File: config.mk
export PLATFORM = sky130hd
export DESIGN_NAME = fp_expand_seq_flat
export DESIGN_NICKNAME = d
export VERILOG_FILES = /design/src/rtl/fp_expand_seq_if.sv /design/src/rtl/fp_expand_seq.sv /design/src/flat_wrapper.sv
export SDC_FILE = /design/constraint.sdc
export NUM_CORES = 1
export LEC_CHECK = 0
export BUFFER_PORTS_ARGS = -buffer_cell sky130_fd_sc_hd__buf_2
export CAP_MARGIN = 0
export CORE_MARGIN = 3
export CORE_UTILIZATION = 52
export DETAILED_ROUTE_END_ITERATION = 10
export GPL_TIMING_DRIVEN = 0
export PLACE_DENSITY = 0.8
export SLEW_MARGIN = 30
export SYNTH_ARGS = -nofsm -noshare
export SYNTH_HDL_FRONTEND = slang
export SYNTH_SLANG_ARGS = --single-unit
export TNS_END_PERCENT = 30
File: constraint.sdc
create_clock -name clk -period 2.38 [get_ports clk]
set_clock_uncertainty 0.1 [all_clocks]
set_input_delay 0.119 -clock clk [delete_from_list [all_inputs] [get_ports clk]]
set_output_delay 0.119 -clock clk [all_outputs]
set_load 0.1 [all_outputs]
File: src/rtl/fp_expand_seq_if.sv
// Handshake and data bundle for the float-to-linear expander.
// The master drives input words and out_ready; the slave is the expander itself.
interface fp_expand_seq_if #(
   parameter int EXP_W = 3,
   parameter int SIG_W = 4,
   parameter int OUT_W = 12
);
   logic             in_valid;
   logic             in_ready;
   logic             in_sign;
   logic [EXP_W-1:0] in_exp;
   logic [SIG_W-1:0] in_sig;
   logic             out_valid;
   logic             out_ready;
   logic [OUT_W-1:0] out_data;
   logic             busy;

   modport master (
      output in_valid, in_sign, in_exp, in_sig, out_ready,
      input  in_ready, out_valid, out_data, busy
   );

   modport slave (
      input  in_valid, in_sign, in_exp, in_sig, out_ready,
      output in_ready, out_valid, out_data, busy
   );
endinterface

File: src/rtl/fp_expand_seq.sv
// Iterative float-to-linear expander: {sign, exp, sig} -> sign * sig * 2^exp,
// one left shift per clock, sign applied in a final cycle.
//
// state | meaning
// IDLE  | waiting for a word, in_ready high
// SHIFT | shifting acc left until count reaches 0, then applying the sign
// OUT   | result presented, held until out_ready
module fp_expand_seq #(
   parameter int EXP_W = 3,
   parameter int SIG_W = 4,
   parameter int OUT_W = 12
) (
   input logic             clk,
   input logic             rst_n,
   fp_expand_seq_if.slave  bus
);

   generate
      if (OUT_W < SIG_W + (1 << EXP_W)) begin : g_width_check
         $error("fp_expand_seq: OUT_W too small for SIG_W + 2^EXP_W");
      end
   endgenerate

   typedef enum logic [1:0] {
      IDLE  = 2'd0,
      SHIFT = 2'd1,
      OUT   = 2'd2
   } state_t;

   state_t             r_state;
   state_t             w_state_nxt;
   logic [OUT_W-1:0]   r_acc;
   logic [OUT_W-1:0]   w_acc_nxt;
   logic [EXP_W-1:0]   r_count;
   logic [EXP_W-1:0]   w_count_nxt;
   logic               r_sign;
   logic               w_sign_nxt;

   always_ff @(posedge clk or negedge rst_n) begin
      if (!rst_n) begin
         r_state <= IDLE;
         r_acc   <= '0;
         r_count <= '0;
         r_sign  <= 1'b0;
      end else begin
         r_state <= w_state_nxt;
         r_acc   <= w_acc_nxt;
         r_count <= w_count_nxt;
         r_sign  <= w_sign_nxt;
      end
   end

   always_comb begin
      w_state_nxt = r_state;
      w_acc_nxt   = r_acc;
      w_count_nxt = r_count;
      w_sign_nxt  = r_sign;
      case (r_state)
         IDLE: begin
            // in_ready is high throughout IDLE, so in_valid alone means accept
            if (bus.in_valid) begin
               w_acc_nxt   = OUT_W'(bus.in_sig);
               w_count_nxt = bus.in_exp;
               w_sign_nxt  = bus.in_sign;
               w_state_nxt = SHIFT;
            end
         end
         SHIFT: begin
            if (r_count != '0) begin
               w_acc_nxt   = r_acc << 1;
               w_count_nxt = r_count - EXP_W'(1);
            end else begin
               if (r_sign) begin
                  w_acc_nxt = -r_acc;
               end
               w_state_nxt = OUT;
            end
         end
         OUT: begin
            if (bus.out_ready) begin
               w_state_nxt = IDLE;
            end
         end
         default: begin
            w_state_nxt = IDLE;
         end
      endcase
   end

   // out_data stays on acc after the handshake; it is only meaningful with out_valid
   assign bus.in_ready  = (r_state == IDLE);
   assign bus.out_valid = (r_state == OUT);
   assign bus.out_data  = r_acc;
   assign bus.busy      = (r_state != IDLE);

endmodule

File: src/flat_wrapper.sv
// flat-port wrapper written by rule: the top's interface ports become plain ports
module fp_expand_seq_flat 
#(
   parameter int EXP_W = 3,
   parameter int SIG_W = 4,
   parameter int OUT_W = 12
)
  (clk, rst_n, bus_in_valid, bus_in_sign, bus_in_exp, bus_in_sig, bus_out_ready, bus_in_ready, bus_out_valid, bus_out_data, bus_busy);
  fp_expand_seq_if #(.EXP_W(EXP_W), .SIG_W(SIG_W), .OUT_W(OUT_W)) bus_i ();
  input logic clk;
  input logic rst_n;
  input wire logic [$bits(bus_i.in_valid)-1:0] bus_in_valid;
  input wire logic [$bits(bus_i.in_sign)-1:0] bus_in_sign;
  input wire logic [$bits(bus_i.in_exp)-1:0] bus_in_exp;
  input wire logic [$bits(bus_i.in_sig)-1:0] bus_in_sig;
  input wire logic [$bits(bus_i.out_ready)-1:0] bus_out_ready;
  output wire logic [$bits(bus_i.in_ready)-1:0] bus_in_ready;
  output wire logic [$bits(bus_i.out_valid)-1:0] bus_out_valid;
  output wire logic [$bits(bus_i.out_data)-1:0] bus_out_data;
  output wire logic [$bits(bus_i.busy)-1:0] bus_busy;
  assign bus_i.in_valid = bus_in_valid;
  assign bus_i.in_sign = bus_in_sign;
  assign bus_i.in_exp = bus_in_exp;
  assign bus_i.in_sig = bus_in_sig;
  assign bus_i.out_ready = bus_out_ready;
  assign bus_in_ready = bus_i.in_ready;
  assign bus_out_valid = bus_i.out_valid;
  assign bus_out_data = bus_i.out_data;
  assign bus_busy = bus_i.busy;
  fp_expand_seq #(.EXP_W(EXP_W), .SIG_W(SIG_W), .OUT_W(OUT_W)) u_core (.clk(clk), .rst_n(rst_n), .bus(bus_i));
endmodule
# Word level (Yosys, flattened, before mapping)
# Index checks and enable logic that the tools add are counted.
dict set report word_totals {
  register_bits 18
  latch_bits 0
  ramBits 0
  mem_bits_ro 0
  input_bits 12
  elab_cells 32
  n_memories 0
}
dict set report classes {
  n_addsub 2
  n_mul 0
  div_mod_pow 0
  n_lt_le_gt_ge 0
  eq_ne 7
  n_shift 0
  mux 11
  bitwise 0
  n_reduce_logical 8
}
# op count
set op_table {}
lappend op_table {{2-to-1 mux 12 bit} 3}
lappend op_table {{one-hot mux 12 bit (2 select lines)} 1}
lappend op_table {{negator 12 bit} 1}
lappend op_table {{AND reduction 3 bit} 3}
lappend op_table {{2-to-1 mux 2 bit} 3}
lappend op_table {{2-to-1 mux 3 bit} 2}
lappend op_table {{!= test 2 bit (second input constant)} 3}
lappend op_table {{one-hot mux 2 bit (3 select lines)} 1}
lappend op_table {{one-hot mux 3 bit (2 select lines)} 1}
lappend op_table {{nonzero test 2 bit} 2}
lappend op_table {{!= test 3 x 1 -> 1 bit (second input constant)} 1}
lappend op_table {{nonzero test 3 bit} 1}
lappend op_table {{subtractor 3 x 1 -> 3 bit (second input constant)} 1}
lappend op_table {{equality test 2 x 1 -> 1 bit (second input constant)} 1}
lappend op_table {{equality test 2 bit (second input constant)} 1}
lappend op_table {{zero test 2 bit} 1}
lappend op_table {{!= test 2 x 1 -> 1 bit (second input constant)} 1}
lappend op_table {{AND reduction 2 bit} 1}

# Logic depth before layout (Yosys ltp)
# Gate-level depths: netlist (run 1).
dict set report depth {
  depth_word 4
  mapped_depth 7
}

# Least setup slack after synthesis (run 1)
# No wires, ideal clock.
dict set report synth_path {
  path_kind {register to output}
  start {register u_core.r_state[0]}
  end {output port bus_busy}
  t_arrival_ps 2721
  required_time_ps 2161
  setup_slack_ps -560
  path_stages_with_launch 3
  path_buffers 0
  path_cell_list {dfrtp_1 -> nor2_1 -> inv_1}
}
dict set report synth_via {
  elab_chain_len 1
}
# element line_no
set synth_lines {}
lappend synth_lines {{start, declared} fp_expand_seq.sv:30} ;# state_t r_state;
lappend synth_lines {{start signal, assigned} fp_expand_seq.sv:46} ;# r_state <= w_state_nxt;
lappend synth_lines {{nonzero test 2 bit} fp_expand_seq.sv:94} ;# assign bus.busy = (r_state != IDLE);
lappend synth_lines {{end, declared} flat_wrapper.sv:20} ;# output wire logic [$bits(bus_i.busy)-1:0] bus_busy;
# Every way passes these cells.

# Worst setup path in the final report (run 1)
dict set report layout_path {
  start {register u_core.r_count[0]}
  end {register u_core.r_acc[11] (netlist: u_core.bus.out_data[11])}
}
dict set report layout_via {
  elab_chain_len 3
  word_cells_on_any_way 5
}
# element line_no
set layout_lines {}
lappend layout_lines {{start, declared} fp_expand_seq.sv:34} ;# logic [EXP_W-1:0] r_count;
lappend layout_lines {{start signal, assigned} fp_expand_seq.sv:48} ;# r_count <= w_count_nxt;
lappend layout_lines {{nonzero test 3 bit (*)} fp_expand_seq.sv:69} ;# if (r_count != '0) begin
lappend layout_lines {{!= test 3 x 1 -> 1 bit (no line) or 2-to-1 mux 12 bit (tied branches)} --}
lappend layout_lines {{AND reduction 3 bit (no line) or one-hot mux 12 bit (2 select lines) (tied branches)} --}
lappend layout_lines {{end signal, assigned} fp_expand_seq.sv:47} ;# r_acc <= w_acc_nxt;
lappend layout_lines {{end, declared} fp_expand_seq.sv:32} ;# logic [OUT_W-1:0] r_acc;
# Every way passes the cells marked *; elsewhere a longest branch is shown, timed or not.
# A chain may end at the register's enable or synchronous reset.

==> results.cfg, run 1 <==
[floorplanning]
initial_utilization = 0.571
dieArea_mm2 = 0.00282
die_x_um = 53.1
io_pins = 27
rows = 16
die_h_um = 53.1
core_region_area_mm2 = 0.00202

[yosys]
synth_most_common_cell = dfrtp_1
synth_cell_types = 41
syn_nets = 147
yosysTopAreaCellShare = 0.390
ys_ff_latch = 18
synth.avg_cell_area_um2 = 8.75
syn_inst = 132
synth-edff-count = 0
async_reset_ff_frac = 1.00
synth.top_cells.by_count = dfrtp_1, nor2_1, o21ai_0
ys_seq_area_frac = 0.390
synth_area_leader_cell = dfrtp_1
ys_dominant_reg_cell = dfrtp_1
netlist_area_mm2 = 0.00115
synth_area_leaders = dfrtp_1, o21ai_0, nor2_1
yosysWarnings = 0

[clock_tree]
htree_levels = 1
cts_tree = built
clk_pin_slew_ns = 0.11
clock_latency_ns = 0.31
cts_resized = 0
root_buffer = clkbuf_4
cts_buffers = 3
clock_sinks = 18
clockBufferDepth = 2

[timing]
finalSetupViolCount = 0
finalCritPeriodShare = 0.925
setup_tns_ns = 0
fmax_mhz = 454
worst_slew_margin_rel = 0.556
worst_pin_slew_ns = 0.662
hold_viol = 0
period_minus_slack_ns = 2.20
drv_slew = 0
holdWs_ns = 0.0124
fin_ws_ns = 0.178
rsz0062_at_grt = no

[setup_path]
reg2reg_to = u_core.bus.out_data[11]$_DFFE_PN0P_
worstPathRequired_ns = 2.48
crit_path_end = u_core.bus.out_data[11]$_DFFE_PN0P_
reg2regPathDepth = 6
start_kind = flop
crit-reg2reg-launch = u_core.r_count[0]$_DFFE_PN0P_
cp.arrival_ns = 2.30
worst-r2r-setup-slack_ns = 0.18
cp-end-kind = flop
critical_path.startpoint = u_core.r_count[0]$_DFFE_PN0P_
crit_fanout = 10
critPathKind = reg -> reg

[placed_design]
gp_routability_congestion = 0.844
post-place-ws_ns = 0.187
dpl.hpwl_mm = 2.05
io_buffers = 26

[cells_and_area]
drive_gt1_frac = 0.228
num-fill-cells = 175
antenna_cells = 0
syn2layout_area_growth_pct = 21.9
fin_util = 0.696
nets = 183
regArea_um2 = 450
multi_input_area_um2 = 651

[route]
routedWlPerCell_um = 14.5
first_pass_iters = 4
drtIter0Drc = 32
drtAntennaViolNets = 0
route.detailed.drc = 0
vias_per_cell = 5.90
vias = 1145
drt-total-wl_mm = 2.82

[global_routing]
grt_pass1_wl_mm = 4.64
antenna_found_initial = 0
grt_max_degree = 19
grt.overflow.total = 0
grt_pass1_vias = 1106
track_usage = 0.227

[flow_run]
maxCapViolCount = 0

[worst_hold_path]
min_path_type = in -> reg

[outcome]
status = finished clean
## sequential cells by signal, indices dropped and copies added, names as in the netlist
register and count:
u_core.bus.out_data 12, u_core.r_count 3, u_core.r_sign 1, u_core.r_state 2
## cell type report
type,count,area share
plain buffers,5,0.0187
multi-input cells,101,0.462
clock buffers,4,0.0258
inverters,8,0.0213
repair buffers,31,0.128
flip-flops and latches,18,0.320
well taps,27,0.0240
## worst max-delay path: stages, from the launching register on
cell and delay [ns]:
dfrtp_1 0.38, inv_1 0.08, ha_1 0.25, and4bb_1 0.24, nor3_2 0.55, o31ai_1 0.17
a221o_1 0.33
## layer usage
layer / wire length [µm] / global-route usage
met2: 1450 / 0.426
met5: 0 / 0
met3: 122 / 0.0310
met4: 54 / 0.123
met1: 1190 / 0.240
## through the flow
step                std cells  instance area [µm²]
global route              194                 1410
finish                    194                 1410
floorplan                 132                 1160
global placement          185                 1320
CTS                       194                 1410
detailed placement        185                 1320
## cells in the final DEF (no fill, tap or decap), types with 3 or more instances in the layout
cell type	synthesis	final
buf_2	0	26
dfrtp_1	18	18
nor2_1	17	16
o21ai_0	15	15
inv_1	8	8
a21oi_1	7	7
nand2_1	6	6
nand2b_1	5	5
a22oi_1	5	5
dlygate4sd3_1	0	5
clkbuf_1	4	4
a211oi_1	3	3
nor2b_1	3	3
nor4_1	3	3
ha_1	3	3
clkbuf_4	0	3
## worst min path at each step
stage             startpoint                            endpoint  cells past startpoint
2_1_floorplan          rst_n  u_core.bus.out_data[0]$_DFFE_PN0P_                      0
3_3_place_gp           rst_n  u_core.bus.out_data[3]$_DFFE_PN0P_                      1
3_5_place_dp           rst_n  u_core.bus.out_data[3]$_DFFE_PN0P_                      1
4_1_cts        bus_in_sig[2]  u_core.bus.out_data[2]$_DFFE_PN0P_                      3
5_1_grt        bus_in_exp[0]       u_core.r_count[0]$_DFFE_PN0P_                      3
6_report       bus_in_sig[2]  u_core.bus.out_data[2]$_DFFE_PN0P_                      3
## logic make-up (layout without fill, tap and decap cells)
kind of cell / Yosys count / in the layout / synth area share
and+or+nand+nor: 48 / 48 / 0.226
DFF: 18 / 18 / 0.390
buffers and inverters: 13 / 48 / 0.0488
AOI/OAI and AO/OA: 45 / 45 / 0.260
xor gates and xnor gates: 2 / 2 / 0.0152
adders and majority gates: 3 / 3 / 0.0325
muxes: 3 / 3 / 0.0271
## repair_timing
action | 4_1_cts | 5_1_grt
setup endpoints to repair | 0 | 0
endpoints found under the hold margin | 22 | 0
hold buffers | 5 | 0
buffers inserted | 0 | 0
Power of run 1 is left out: the tool's default activity adds up to more than one toggle a clock period on the data nets, which glitch-free logic cannot reach.
==> inputs of run 2 (changes only) <==
--- a/config.mk
+++ b/config.mk
@@ -5,12 +5,13 @@
 export SDC_FILE = /design/constraint.sdc
 export NUM_CORES = 1
 export LEC_CHECK = 0
+export ABC_AREA = 1
 export BUFFER_PORTS_ARGS = -buffer_cell sky130_fd_sc_hd__buf_2
 export CAP_MARGIN = 0
 export CORE_MARGIN = 3
-export CORE_UTILIZATION = 52
+export CORE_UTILIZATION = 53
 export DETAILED_ROUTE_END_ITERATION = 10
-export GPL_TIMING_DRIVEN = 0
+export GPL_TIMING_DRIVEN = 1
 export PLACE_DENSITY = 0.8
 export SLEW_MARGIN = 30
 export SYNTH_ARGS = -nofsm -noshare
==> results.cfg, run 2 <==
[worst_hold_path]
min_delay_path_depth = 3
min_path_type = in -> reg

[route]
vias = 1166
drt-total-wl_mm = 2.67
first_pass_iters = 5
routedWlPerCell_um = 11.7
route.detailed.drc = 0
drtAntennaViolNets = 0
vias_per_cell = 5.11
drtIter0Drc = 47

[setup_path]
crit_fanout = 5
critPathKind = reg -> reg
cp.arrival_ns = 1.90
reg2regPathDepth = 8
worstPathRequired_ns = 2.51
start_kind = flop
cp-end-kind = flop

[timing]
holdWs_ns = 0.00229
worst_slew_margin_rel = 0.678
worst_pin_slew_ns = 0.487
finalCritPeriodShare = 0.742
hold_viol = 0
setup_tns_ns = 0
drv_slew = 0
finalSetupViolCount = 0
fmax_mhz = 566
rsz0062_at_grt = no
period_minus_slack_ns = 1.77

[floorplanning]
io_pins = 27
rows = 16
die_h_um = 53.7
initial_utilization = 0.584
core_region_area_mm2 = 0.00206
dieArea_mm2 = 0.00288
die_x_um = 53.7

[cells_and_area]
antenna_cells = 0
drive_gt1_frac = 0.254
num-fill-cells = 184
multi_input_area_um2 = 647
syn2layout_area_growth_pct = 18.6
nets = 217
largest_register_ffs = 12
regArea_um2 = 450
final_cell_mix = nand2_1, nor2_1, buf_2, inv_1, dfrtp_1
layout_commonest_cell = nand2_1

[yosys]
synth-edff-count = 0
synth_cell_types = 23
syn_inst = 168
synth.top_cells.by_count = nand2_1, nor2_1, inv_1
synth_area_leaders = dfrtp_1, nand2_1, nor2_1
ys_dominant_reg_cell = dfrtp_1
netlist_area_mm2 = 0.00120
async_reset_ff_frac = 1.00
yosysWarnings = 0
synth.avg_cell_area_um2 = 7.17
synth_most_common_cell = nand2_1
syn_nets = 183
yosysTopAreaCellShare = 0.374
synth_area_leader_cell = dfrtp_1
ys_ff_latch = 18
ys_seq_area_frac = 0.374

[clock_tree]
clock_sinks = 18
cts_buffers = 3
cts_resized = 0
root_buffer = clkbuf_4
clock_latency_ns = 0.29
htree_levels = 1
clk_pin_slew_ns = 0.11
clockBufferDepth = 2
cts_tree = built

[global_routing]
track_usage = 0.206
antenna_found_initial = 0
grt_max_degree = 19
grt.overflow.total = 0
grt_pass1_wl_mm = 4.40
grt_pass1_vias = 1051

[placed_design]
gp_routability_congestion = 0.858
io_buffers = 26
dpl.hpwl_mm = 1.99

[outcome]
status = finished clean

[flow_run]
maxCapViolCount = 0
-- run 2: cell count changes in the layout (fill, tap and decap cells not counted), moves of 5 or more --
cell / delta
nand2_1: +36
nor2_1: +12
inv_1: +10
a22oi_1: -5
nand2_2: +5
nand2b_1: -5
nand3_1: +5
-- run 2: logic make-up (layout without fill, tap and decap cells) --
logic type	Yosys count	count (layout)	synth area share
buffers and inverters	23	56	0.0893
and+or+nand+nor	93	93	0.351
adders and majority gates	3	3	0.0312
DFF	18	18	0.374
AOI/OAI and AO/OA	31	31	0.155
-- run 2: cell type report --
| class | count | share of cell area |
|---|---|---|
| multi-input cells | 127 | 0.453 |
| flip-flops and latches | 18 | 0.315 |
| repair buffers | 30 | 0.119 |
| inverters | 22 | 0.0639 |
| clock buffers | 4 | 0.0254 |
| well taps | 27 | 0.0236 |
-- run 2: critical path, cell delays in order, from the launching register on --
cell	delay, ns
dfrtp_1	0.40
inv_1	0.11
ha_1	0.17
inv_1	0.05
nor2_1	0.23
nand3_1	0.23
o21ai_0	0.22
nand2_1	0.09
a21oi_2	0.11
-- run 2: final timing paths --
kind                                                     startpoint                                  end  slack [ns]
worst max-delay path             u_core.bus.out_data[1]$_DFFE_PN0P_  u_core.bus.out_data[10]$_DFFE_PN0P_        0.61
worst min-delay path                                  bus_in_exp[1]        u_core.r_count[1]$_DFFE_PN0P_       0.002
worst max register to register   u_core.bus.out_data[1]$_DFFE_PN0P_  u_core.bus.out_data[10]$_DFFE_PN0P_        0.61
worst min register to register  u_core.bus.out_data[11]$_DFFE_PN0P_  u_core.bus.out_data[11]$_DFFE_PN0P_        0.42
max in group asynchronous                                     rst_n  u_core.bus.out_data[10]$_DFFE_PN0P_        1.72
min in group asynchronous                                     rst_n   u_core.bus.out_data[0]$_DFFE_PN0P_        0.17
-- run 2: stage by stage --
stage | std cells | setup slack, ns | area [µm²] | util
after floorplan | 168 | 0.0327 | 1210 | -
after global placement | 220 | 0.722 | 1350 | 0.656
after detailed placement | 220 | 0.652 | 1350 | 0.656
after CTS | 228 | 0.618 | 1430 | 0.693
after global routing | 228 | 0.467 | 1430 | 0.693
final | 228 | 0.614 | 1430 | 0.693
-- run 2: layer usage --
| metal | part of all wire | GRT usage | vias up | wire length (µm) |
|---|---|---|---|---|
| met1 | 0.46 | 0.259 | 514 | 1220 |
| met3 | 0.066 | 0.0249 | 6 | 176 |
| met2 | 0.47 | 0.363 | 45 | 1240 |
| met4 | 0.010 | 0.0638 | 0 | 27 |
| li1 | - | - | 601 | - |
| met5 | 0 | 0 | - | 0 |
-- run 2: what timing repair did --
| action | CTS | global route |
|---|---|---|
| hold buffers | 4 | 0 |
| buffers inserted | 0 | 0 |
| endpoints found under the hold margin | 21 | 0 |
Power of run 2 is left out for the same reason.
==> inputs of run 3 (changes only) <==
--- a/config.mk
+++ b/config.mk
@@ -5,11 +5,11 @@
 export SDC_FILE = /design/constraint.sdc
 export NUM_CORES = 1
 export LEC_CHECK = 0
-export ABC_AREA = 1
+export ABC_AREA = 0
 export BUFFER_PORTS_ARGS = -buffer_cell sky130_fd_sc_hd__buf_2
 export CAP_MARGIN = 0
 export CORE_MARGIN = 3
-export CORE_UTILIZATION = 53
+export CORE_UTILIZATION = 52
 export DETAILED_ROUTE_END_ITERATION = 10
 export GPL_TIMING_DRIVEN = 1
 export PLACE_DENSITY = 0.8
==> constraint.sdc (replaced) <==
create_clock -name clk -period 1.8 [get_ports clk]
set_clock_uncertainty 0.1 [all_clocks]
set_input_delay 0.09 -clock clk [delete_from_list [all_inputs] [get_ports clk]]
set_output_delay 0.09 -clock clk [all_outputs]
set_load 0.1 [all_outputs]
==> results.cfg, run 3 (synthesis gave the netlist of run 1 again) <==
[outcome]
status = complete, but fails checks
violations = hold timing, setup timing

[timing]
hold_viol = 2
finalSetupViolCount = 1
drv_slew = 0
worst_slew_margin_rel = 0.673
period_minus_slack_ns = 1.81
fin_ws_ns = -0.0146
setup_tns_ns = -0.0146
finalCritPeriodShare = 1.01
fmax_mhz = 551
worst_pin_slew_ns = 0.494
rsz0062_at_grt = yes
holdWs_ns = -0.00944

[global_routing]
antenna_found_initial = 0
grt.overflow.total = 0
grt_pass1_vias = 1237
grt_max_degree = 19
grt_pass1_wl_mm = 5.28
track_usage = 0.255

[cells_and_area]
final_cell_mix = buf_2, buf_4, nor2_1, o21ai_0, dfrtp_1
nets = 204
multi_input_area_um2 = 763
fin_util = 0.842
layout_commonest_cell = buf_2
drive_gt1_frac = 0.457
largest_register_ffs = 12
layout.cells.non_filler = 215
num-fill-cells = 127
antenna_cells = 0
regArea_um2 = 464
syn2layout_area_growth_pct = 47.5

[route]
vias_per_cell = 5.93
first_pass_iters = 4
route.detailed.drc = 0
drt-total-wl_mm = 3.37
drtIter0Drc = 40
drtAntennaViolNets = 0
vias = 1275
routedWlPerCell_um = 15.7

[placed_design]
gp_routability_congestion = 0.881
io_buffers = 26
dp.cells = 200
dpl.hpwl_mm = 2.33

[setup_path]
crit_chain = inv_2, ha_4, and4bb_2, nor3_4, buf_4, o31ai_2, a221o_1
critPathKind = reg -> reg
crit_fanout = 5
cp-end-kind = flop
worstPathRequired_ns = 1.89
cp.arrival_ns = 1.91
slowest_stage = dfrtp_1
start_kind = flop
critPathMaxStageDelay_ns = 0.37

[floorplanning]
core_region_area_mm2 = 0.00202
initial_utilization = 0.571
die_h_um = 53.1
die_x_um = 53.1
io_pins = 27
rows = 16
dieArea_mm2 = 0.00282

[flow_run]
maxCapViolCount = 0

[clock_tree]
cts_buffers = 3
clock_sinks = 18
clock_latency_ns = 0.30
cts_tree = built
clockBufferDepth = 2
htree_levels = 1
clk_pin_slew_ns = 0.11
root_buffer = clkbuf_4

[worst_hold_path]
min_path_type = in -> reg
run 3: cell types whose count changed in the layout (fill, tap and decap cells not counted), moves of 7 or more:
cell	previous run	this run
nand2_1	42	6
dfrtp_1	18	11
inv_1	18	5
buf_4	0	24
nor2_1	28	16
run 3: layout make-up:
type / count / share of cell area
multi-input cells: 101 / 0.448
flip-flops and latches: 18 / 0.273
repair buffers: 57 / 0.225
well taps: 27 / 0.0198
inverters: 8 / 0.0191
clock buffers: 4 / 0.0154
run 3: metal layers:
layer,track usage,up-vias,part of all wire
li1,-,605,-
met1,0.292,610,0.40
met2,0.459,54,0.53
met3,0.0366,6,0.055
met4,0.119,0,0.010
met5,0,-,0
run 3: metrics by stage:
step           area, µm²  setup slack [ns]
4_1_cts             1620           0.00183
2_1_floorplan       1200           -0.0976
6_report            1700           -0.0146
5_1_grt             1700           -0.0782
3_5_place_dp        1490           -0.0874
3_3_place_gp        1490           -0.0315
run 3: path summary, 6_finish.rpt:
path,from,endpoint,slack [ns],cells after the start
max in group asynchronous,rst_n,u_core.bus.out_data[1]$_DFFE_PN0P_,1.12,2
max reg2reg,u_core.r_count[0]$_DFFE_PN0P_,u_core.bus.out_data[11]$_DFFE_PN0P_,-0.01,7
min in group asynchronous,rst_n,u_core.bus.out_data[5]$_DFFE_PN0P_,0.14,2
min reg2reg,u_core.bus.out_data[11]$_DFFE_PN0P_,u_core.bus.out_data[11]$_DFFE_PN0P_,0.45,1
max,u_core.r_count[0]$_DFFE_PN0P_,u_core.bus.out_data[11]$_DFFE_PN0P_,-0.01,7
min,bus_in_sig[2],u_core.bus.out_data[2]$_DFFE_PN0P_,-0.009,3
run 3: worst max-delay path: cells and delay by family (launching register included):
kind	cells	cell delay (ns)
adder cells (fa/ha/maj)	1	0.15
buffers and inverters	2	0.23
flip-flops	1	0.37
AND/OR/NAND/NOR	2	0.52
AO/OA/AOI/OAI	2	0.33
run 3: repair_timing:
item,4_1_cts,5_1_grt
hold buffers,5,0
setup buffers,2,4
setup endpoints to repair,5,13
pin swaps,4,4
resized for setup,9,12
hold endpoints to repair,22,0
Power of run 3 is left out for the same reason.
